[config.mk]
export PLATFORM = sky130hd
export DESIGN_NAME = msg_frame_decoder
export DESIGN_NICKNAME = d
export VERILOG_FILES = /design/src/rtl/msg_frame_pkg.sv /design/src/rtl/msg_frame_buffer.sv /design/src/rtl/msg_frame_decoder.sv
export SDC_FILE = /design/constraint.sdc
export NUM_CORES = 1
export LEC_CHECK = 0
export ABC_CLOCK_PERIOD_IN_PS = 5710
export CAP_MARGIN = 20
export CORE_MARGIN = 2
export CORE_UTILIZATION = 47
export CTS_BUF_LIST = sky130_fd_sc_hd__clkbuf_8
export CTS_CLUSTER_DIAMETER = 50
export DETAILED_ROUTE_END_ITERATION = 6
export PLACE_DENSITY = 0.68
export SYNTH_ARGS = -nofsm -noshare
export SYNTH_HDL_FRONTEND = slang
export SYNTH_SLANG_ARGS = --single-unit
[constraint.sdc]
create_clock -name clk_50M -period 5.71 [get_ports clk_50M]
set_clock_uncertainty 0.2 [all_clocks]
set_input_delay 1.142 -clock clk_50M [delete_from_list [all_inputs] [get_ports clk_50M]]
set_output_delay 1.142 -clock clk_50M [all_outputs]
set_load 0.05 [all_outputs]
[src/rtl/msg_frame_pkg.sv]
// Shared character codes, result enums and FSM states for the message frame decoder.
package msg_frame_pkg;

  localparam logic [7:0] CH_I    = 8'h49;
  localparam logic [7:0] CH_F    = 8'h46;
  localparam logic [7:0] CH_M    = 8'h4D;
  localparam logic [7:0] CH_P    = 8'h50;
  localparam logic [7:0] CH_B    = 8'h42;
  localparam logic [7:0] CH_S    = 8'h53;
  localparam logic [7:0] CH_U    = 8'h55;
  localparam logic [7:0] CH_E    = 8'h45;
  localparam logic [7:0] CH_C    = 8'h43;
  localparam logic [7:0] CH_R    = 8'h52;
  localparam logic [7:0] CH_DASH = 8'h2D;
  localparam logic [7:0] CH_HASH = 8'h23;
  localparam logic [7:0] CH_ONE  = 8'h31;

  typedef enum logic [1:0] {
    MT_NONE = 2'd0,
    MT_IFM  = 2'd1,
    MT_PBM  = 2'd2
  } msg_type_t;

  typedef enum logic [1:0] {
    MU_EU = 2'd0,
    MU_CU = 2'd1,
    MU_RU = 2'd2,
    MU_SU = 2'd3
  } msg_unit_t;

  typedef enum logic [1:0] {
    ST_IDLE     = 2'd0,
    ST_DECODE   = 2'd1,
    ST_WAIT_ACK = 2'd2,
    ST_DISCARD  = 2'd3
  } state_t;

endpackage

[src/rtl/msg_frame_buffer.sv]
// Frame byte store with write index; flags terminator and overflow on the incoming byte.
module msg_frame_buffer
  import msg_frame_pkg::*;
#(
  parameter int          MAX_LEN   = 12,
  parameter logic [7:0]  TERM_CHAR = CH_HASH,
  localparam int         IDX_W     = $clog2(MAX_LEN + 1)
) (
  input  logic                    clk_50M,
  input  logic                    rst_n,
  input  logic                    wr_en,
  input  logic                    idx_clr,
  input  logic [7:0]              wr_byte,
  output logic                    is_term,
  output logic                    term_hit,
  output logic                    ovf_hit,
  output logic [IDX_W-1:0]        idx,
  output logic [MAX_LEN-1:0][7:0] frame_buf
);

  assign is_term  = (wr_byte == TERM_CHAR);
  assign term_hit = wr_en && is_term;
  // Overflow is judged on the current index, before any increment, so idx never wraps.
  assign ovf_hit  = wr_en && !is_term && (idx == IDX_W'(MAX_LEN - 1));

  // NOTE: sequential state uses non-blocking assignments so every register sees pre-edge values.
  always_ff @(posedge clk_50M) begin
    if (!rst_n) begin
      idx <= '0;
    end else if (idx_clr || ovf_hit) begin
      idx <= '0;
    end else if (wr_en && !is_term) begin
      idx <= idx + 1'b1;
    end
  end

  // NOTE: the byte store has no reset; bytes are always written before the decoder reads them.
  always_ff @(posedge clk_50M) begin
    if (wr_en) begin
      frame_buf[idx] <= wr_byte;
    end
  end

endmodule

[src/rtl/msg_frame_decoder.sv]
// Assembles UART bytes into frames and decodes IFM fault / PBM pick-block messages.
// Define MSG_FRAME_STRICT_EN to also require the dash separators and exact terminator position.
module msg_frame_decoder
  import msg_frame_pkg::*;
#(
  parameter int         MAX_LEN    = 12,
  parameter logic [7:0] TERM_CHAR  = CH_HASH,
  parameter int         NUM_BLOCKS = 4,
  localparam int        BL_W       = (NUM_BLOCKS > 1) ? $clog2(NUM_BLOCKS) : 1,
  localparam int        IDX_W      = $clog2(MAX_LEN + 1)
) (
  input  logic            clk_50M,
  input  logic            rst_n,
  input  logic [7:0]      rx_msg,
  input  logic            rx_complete,
  input  logic [3:0]      flag_clr,
  input  logic            msg_ack,
  output logic            EU_fault_flag,
  output logic            CU_fault_flag,
  output logic            RU_fault_flag,
  output logic            pick_block_flag,
  output logic [BL_W-1:0] block_location,
  output logic            msg_valid,
  output logic [1:0]      msg_type,
  output logic [1:0]      msg_unit,
  output logic            frame_ovf,
  output logic            rx_drop
);

  localparam logic [7:0] CH_LAST = 8'(8'h30 + NUM_BLOCKS);

  state_t                  state, state_next;
  logic                    is_term, term_hit, ovf_hit;
  logic [IDX_W-1:0]        idx;
  logic [MAX_LEN-1:0][7:0] frame_buf;

  // Flags packed as {pick, RU, CU, EU} to line up with flag_clr.
  logic [3:0]      flags_q, flags_next, flags_set;
  logic            valid_next, ovf_next, drop_next;
  msg_type_t       type_q, type_next, dec_type;
  msg_unit_t       unit_q, unit_next, dec_unit;
  logic [BL_W-1:0] loc_next, dec_loc;
  logic [3:0]      dec_set;
  logic            is_ifm, is_pbm, blk_ok, fmt_ok;
  logic            unused_bits;

  msg_frame_buffer #(
    .MAX_LEN   (MAX_LEN),
    .TERM_CHAR (TERM_CHAR)
  ) u_buffer (
    .clk_50M   (clk_50M),
    .rst_n     (rst_n),
    .wr_en     (rx_complete && (state == ST_IDLE)),
    .idx_clr   (state == ST_DECODE),
    .wr_byte   (rx_msg),
    .is_term   (is_term),
    .term_hit  (term_hit),
    .ovf_hit   (ovf_hit),
    .idx       (idx),
    .frame_buf (frame_buf)
  );

  assign is_ifm = (frame_buf[0] == CH_I) && (frame_buf[1] == CH_F) && (frame_buf[2] == CH_M);
  assign is_pbm = (frame_buf[0] == CH_P) && (frame_buf[1] == CH_B) && (frame_buf[2] == CH_M) &&
                  (frame_buf[4] == CH_S) && (frame_buf[5] == CH_U) && (frame_buf[7] == CH_B);
  assign blk_ok = (frame_buf[8] >= CH_ONE) && (frame_buf[8] <= CH_LAST);
  assign dec_loc = BL_W'(frame_buf[8] - CH_ONE);

`ifdef MSG_FRAME_STRICT_EN
  assign fmt_ok = (frame_buf[3] == CH_DASH) && (frame_buf[6] == CH_DASH) &&
                  (is_ifm ? (idx == IDX_W'(7))
                          : ((frame_buf[9] == CH_DASH) && (idx == IDX_W'(10))));
`else
  assign fmt_ok = 1'b1;
`endif

  // Buffer bytes past the decoded fields, and idx in the relaxed build, are intentionally unread.
  assign unused_bits = ^{frame_buf, idx};

  // NOTE: every always_comb output gets a default first so no path can infer a latch.
  always_comb begin
    dec_type = MT_NONE;
    dec_unit = MU_EU;
    dec_set  = 4'b0000;
    if (is_ifm) begin
      case (frame_buf[4])
        CH_E:    begin dec_type = MT_IFM; dec_unit = MU_EU; dec_set = 4'b0001; end
        CH_C:    begin dec_type = MT_IFM; dec_unit = MU_CU; dec_set = 4'b0010; end
        CH_R:    begin dec_type = MT_IFM; dec_unit = MU_RU; dec_set = 4'b0100; end
        default: dec_type = MT_NONE;
      endcase
    end else if (is_pbm && blk_ok) begin
      dec_type = MT_PBM;
      dec_unit = MU_SU;
      dec_set  = 4'b1000;
    end
    if (!fmt_ok) begin
      dec_type = MT_NONE;
      dec_unit = MU_EU;
      dec_set  = 4'b0000;
    end
  end

  always_comb begin
    state_next = state;
    valid_next = msg_valid;
    type_next  = type_q;
    unit_next  = unit_q;
    loc_next   = block_location;
    ovf_next   = 1'b0;
    drop_next  = 1'b0;
    flags_set  = 4'b0000;
    case (state)
      ST_IDLE: begin
        if (term_hit) begin
          state_next = ST_DECODE;
        end else if (ovf_hit) begin
          ovf_next   = 1'b1;
          state_next = ST_DISCARD;
        end
      end
      ST_DISCARD: begin
        if (rx_complete && is_term) state_next = ST_IDLE;
      end
      ST_DECODE: begin
        drop_next  = rx_complete;
        valid_next = 1'b1;
        type_next  = dec_type;
        unit_next  = dec_unit;
        flags_set  = dec_set;
        if (dec_set[3]) loc_next = dec_loc;
        state_next = ST_WAIT_ACK;
      end
      ST_WAIT_ACK: begin
        drop_next = rx_complete;
        if (msg_ack) begin
          valid_next = 1'b0;
          state_next = ST_IDLE;
        end
      end
      default: state_next = ST_IDLE;
    endcase
    // A set in the same cycle as its clear wins.
    flags_next = flags_set | (flags_q & ~flag_clr);
  end

  always_ff @(posedge clk_50M) begin
    if (!rst_n) begin
      state          <= ST_IDLE;
      flags_q        <= '0;
      block_location <= '0;
      msg_valid      <= 1'b0;
      type_q         <= MT_NONE;
      unit_q         <= MU_EU;
      frame_ovf      <= 1'b0;
      rx_drop        <= 1'b0;
    end else begin
      state          <= state_next;
      flags_q        <= flags_next;
      block_location <= loc_next;
      msg_valid      <= valid_next;
      type_q         <= type_next;
      unit_q         <= unit_next;
      frame_ovf      <= ovf_next;
      rx_drop        <= drop_next;
    end
  end

  assign {pick_block_flag, RU_fault_flag, CU_fault_flag, EU_fault_flag} = flags_q;
  assign msg_type = type_q;
  assign msg_unit = unit_q;

endmodule

Word level (Yosys, flattened, before mapping):

Index checks and enable logic that the tools add are counted.

* ROM bits: 0
* bits in registers: 115
* memories: 0
* memory bits (writable): 0
* latch bits: 0

* $lt $le $gt $ge: 4
* reduce and logical (&&, ||, !) cells: 27
* divide/modulo/power cells: 0
* $mul: 0
* equality and inequality tests: 19
* $add $sub $neg: 2
* shifts and indexed selects: 0
* multiplexer cells: 21
* bitwise operators: 5

Operators with widths (number)
* bitwise mux 96 bit: 1
* == test 8 x 7 -> 1 bit (second input constant): 11
* demux 8 bit (select 4 bit): 1
* two-way mux 2 bit: 8
* logical AND 1 bit: 15
* two-way mux 4 bit: 3
* one-hot mux 3 bit (3 select lines): 1
* == test 8 x 6 -> 1 bit (second input constant): 1
* >= comparator 8 x 6 -> 1 bit (second input constant): 1
* <= comparator 8 x 6 -> 1 bit (second input constant): 1
* two-way mux 8 bit: 1
* one-hot mux 2 bit (4 select lines): 1
* AND reduction 2 bit: 3
* OR reduction 3 bit: 2
* < comparator 4 x 5 -> 1 bit (second input constant): 1
* adder 4 x 1 -> 4 bit (second input constant): 1
* bitwise AND 4 bit: 1
* == test 2 bit (second input constant): 2
* == test 4 bit (second input constant): 1
* >= comparator 4 x 1 -> 1 bit (second input constant): 1
* != test 2 bit (second input constant): 2
* inverter 4 bit: 1
* bitwise OR 4 bit: 1
* one-hot mux 2 bit (2 select lines): 1
* 12 further kinds: 16

Logic depth before layout (Yosys ltp):

* word-level depth: 11
* depth in mapped cells: 7
* depth with buffers taken out: 7

By module:

A second synthesis with hierarchy kept.

* cells, all modules: 261
* area total of the unflattened synthesis: 4277.9 µm²

Modules (own cells, without submodules)
* msg_frame_buffer: cells each 154, times used 1, area an instance 3325.7 µm²
* msg_frame_decoder: cells each 107, times used 1, area an instance 952.2 µm²

Worst setup path before layout:

OpenSTA, ideal clock, no wires.

* path type: input to register
* start point: in rx_complete
* end point: reg u_buffer.frame_buf[64] (netlist name) (enable)
* arrival: 2.156 ns
* path buffers: 0
* stages: 3
* data required time: 5.125 ns
* slack: 2.969 ns
* path through: and2_0 -> nand2_1 -> nor3b_1

* cells in the longest elaborated chain, start to end: 1

RTL lines
* start, declared: RTL line msg_frame_decoder.sv:15 `input logic rx_complete,`
* logical AND 1 bit: RTL line msg_frame_decoder.sv:53 `.wr_en (rx_complete && (state == ST_IDLE)),`
* end signal, assigned by index: RTL line msg_frame_buffer.sv:40 `frame_buf[idx] <= wr_byte;`
* end, declared: RTL line msg_frame_buffer.sv:18 `output logic [MAX_LEN-1:0][7:0] frame_buf`

Every way passes these cells.
A chain may end at the register's enable or synchronous reset.

Final worst setup path:

* start point: in rx_complete
* end point: reg u_buffer.frame_buf[10] (netlist name) (enable)

Same word-level chain as after synthesis.

==> results.yml <==
placement:
  gp_congestion: 0.752
  io_buffers: 28
  place_hpwl_um: 3490
  dpl_cell_area_um2: 3380
  place_ws_ps: 2080
critical_path:
  crit_buf_inv: 1
  required_ps: 5480
  slowest_delay_ps: 800
  endpoint_kind: "register"
  crit_chain: "clkdlybuf4s50_1 > and2_0 > nand2_1 > nor3_1"
  path_max_fanout: 8
  slowest_stage: "nor3_1"
  start_kind: "primary input"
  path_delay_family: "simple AND/OR/NAND/NOR gates"
  arrival_ps: 2860
  crit_type: "in2reg"
power:
  power_switching_mw: 0.320
  peakVddDrop_v: 0.000225
  p_comb_share_pct: 14.8
  internal-power_mw: 0.901
  p_seq_share_pct: 53.2
  power_mw: 1.22
  clkPwrFrac_pct: 31.9
  swShare_pct: 26.2
  power_density_nw_per_um2: 341
  p_leak_nw: 1.19
finish:
  areaGrowthSynthToFinish_pct: 18.7
  final_area_um2: 3580
  final_nets: 278
  diodes: 0
  drive_gt1_share_pct: 9.41
  fillers: 522
global_route:
  grt.overflow.total: 0
  grt_pass1_vias: 1674
  antenna_found_initial: 0
  grt_max_degree: 21
  grt_usage_pct: 15.4
  grt_pass1_wl_um: 8160
routing:
  post_drt_wl_per_cell_um: 15.2
  ant_nets: 0
  drt_pass1_iterations: 4
  via_per_inst: 5.33
  drtIter0Drc: 108
  via_count: 1770
  drt-total-wl_um: 5050
  drc: 0
yosys:
  ys_seq_area_share_pct: 68.4
  synth_cell_type_count: 44
  async_flop_share_pct: 0
  synthCells: 213
  synthTopCellsByArea: "edfxtp_1 56%, dfxtp_1 13%, ha_1 5.0%, nor4bb_1 2.0%, nand2b_1 1.9%"
  synth.net_count: 241
  synth_edf_count: 56
  syn-cell-area_um2: 3020
  synth_area_per_cell_um2: 14.2
  synth.top_cell.area_share_pct: 55.8
  ys_ff_latch: 75
  ys_warn_count: 0
  yosys.area.top_type: "edfxtp_1"
  synth_ff_type: "edfxtp_1"
timing:
  final_max_slew_viol_count: 0
  whs_ps: 263
  setup_viol: 0
  setup_ws_ps: 2620
  fmax_mhz: 323
  slew_headroom_pct: 30.2
  finalSetupTns_ps: 0
  rsz0062_at_grt: "no"
  max_slew.worst_pin.slew_ps: 1040
  fin_crit_ps: 3090
  finalCritPeriodShare_pct: 54.2
  hold_viol_final: 0
die:
  die-height_um: 84.1
  dieArea_um2: 7070
  num_io_pins: 29
  design.core.area_um2: 6280
  initial_core_util_pct: 48.0
  row_count: 29
  die_x_um: 84.1
cts:
  clkSinkCount: 75
  htreeDepth: 3
  post-cts-setup-buffers: 0
  hold_buffers: 0
  clk_pin_slew_ps: 80
  clockBufferDepth: 2
  clkLatencyLatePin_ps: 340
  cts_tree: "built"
  cts_resized: 0
  numCtsBuffers: 9
  clock-root-buffer: "clkbuf_8"
status:
  status: "completed"
worst_hold_path:
  hp-class: "reg2reg"
run:
  cap_viol_max_count: 0
-- metal layers --
| metal | global-route usage (%) | up-vias | part of all wire [%] |
|---|---|---|---|
| met1 | 19.5 | 858 | 45 |
| met5 | 0 | - | 0 |
| met4 | 7.48 | 0 | 2.2 |
| met3 | 3.86 | 10 | 3.3 |
| li1 | - | 871 | - |
| met2 | 24.9 | 31 | 50 |
-- metrics by stage --
step	std cells	util, %
floorplan	213	-
global placement	315	53.9
detailed placement	315	53.9
CTS	331	56.9
global route	332	57.0
finish	332	57.0
-- synth_stat cells, types with 2 or more instances --
cell type  instances
a21boi_0           3
a21boi_1           2
a21oi_1            6
a41oi_1            2
and2_1             3
and3_1             2
and4_1             2
clkbuf_1           3
dfxtp_1           19
edfxtp_1          56
ha_1              12
inv_1             13
mux2i_1            2
nand2_1           13
nand2b_1           9
nand3_1            5
nand4_1            4
nor2_1            15
nor2b_1            5
nor3_1             3
nor3b_1            2
nor4b_1            2
nor4bb_1           6
o21ai_0            2
o32a_1             2
o32ai_1            2
-- cell type report --
| cell class | count | area [um^2] | share of cell area, % |
|---|---|---|---|
| inverters | 13 | 48.8 | 1.36 |
| well taps | 77 | 96.3 | 2.69 |
| clock buffers | 9 | 124 | 3.46 |
| repair buffers | 29 | 285 | 7.97 |
| clock inverters | 7 | 68.8 | 1.92 |
| flip-flops and latches | 75 | 2060 | 57.6 |
| multi-input cells | 122 | 893 | 25.0 |
-- placed cells by master (no fill, tap or decap), drive strengths merged, types with 2 or more instances in the layout --
cell	instances
a21boi	6
dfxtp	19
o32ai	2
nand2b	9
o21ai	2
nor2b	5
nor2	16
inv	13
and2	4
clkdlybuf4s50	28
nor4b	2
clkinv	4
mux2i	2
edfxtp	56
clkinvlp	2
nand2	13
or4b	2
o32a	2
nand3	6
nand4	4
a41oi	2
and3	2
nor4bb	6
a21oi	6
clkbuf	9
nor3b	3
ha	12
nor3	3
and4	2
-- path summary, 6_finish.rpt --
| path | cells after the start | slack [ps] | start | endpoint |
|---|---|---|---|---|
| worst min register to register | 2 | 260 | block_location[1] | block_location[1] |
| worst max register to register | 5 | 3270 | state[1] | u_buffer.frame_buf[10] |
| worst min-delay path | 2 | 260 | block_location[1] | block_location[1] |
| worst max-delay path | 4 | 2620 | rx_complete | u_buffer.frame_buf[10] |
-- power groups by stage --
stage,combinational (mW),clock [mW],sequential [mW]
finish,0.181,0.390,0.650
CTS,0.183,0.398,0.650
global placement,0.182,0,0.661
global route,0.204,0.419,0.655
detailed placement,0.182,0,0.662
floorplan,0.119,0,0.668
-- registers in the layout, summed over array words and instances, names as in the netlist --
signal              count
u_buffer.frame_buf     56
flags_q                 4
u_buffer.idx            4
block_location          2
msg_type                2
msg_unit                2
state                   2
frame_ovf               1
msg_valid               1
rx_drop                 1
-- kinds of logic (layout without fill, tap and decap cells) --
group,Yosys count,after routing,share of synthesized area [%]
xor gates and xnor gates,1,1,0.291
buffers and inverters,16,58,1.99
DFF,75,75,68.4
adders and majority gates,12,12,4.98
muxes,2,2,0.664
and+or+nand+nor,82,82,17.0
AOI/OAI and AO/OA,25,25,6.68
-- tightest hold or removal path: stages, from the launching register on --
cell and delay, ps:
dfxtp_1 310, nand2_1 50, mux2i_1 50
No activity file was read; power rests on OpenSTA's default activity.
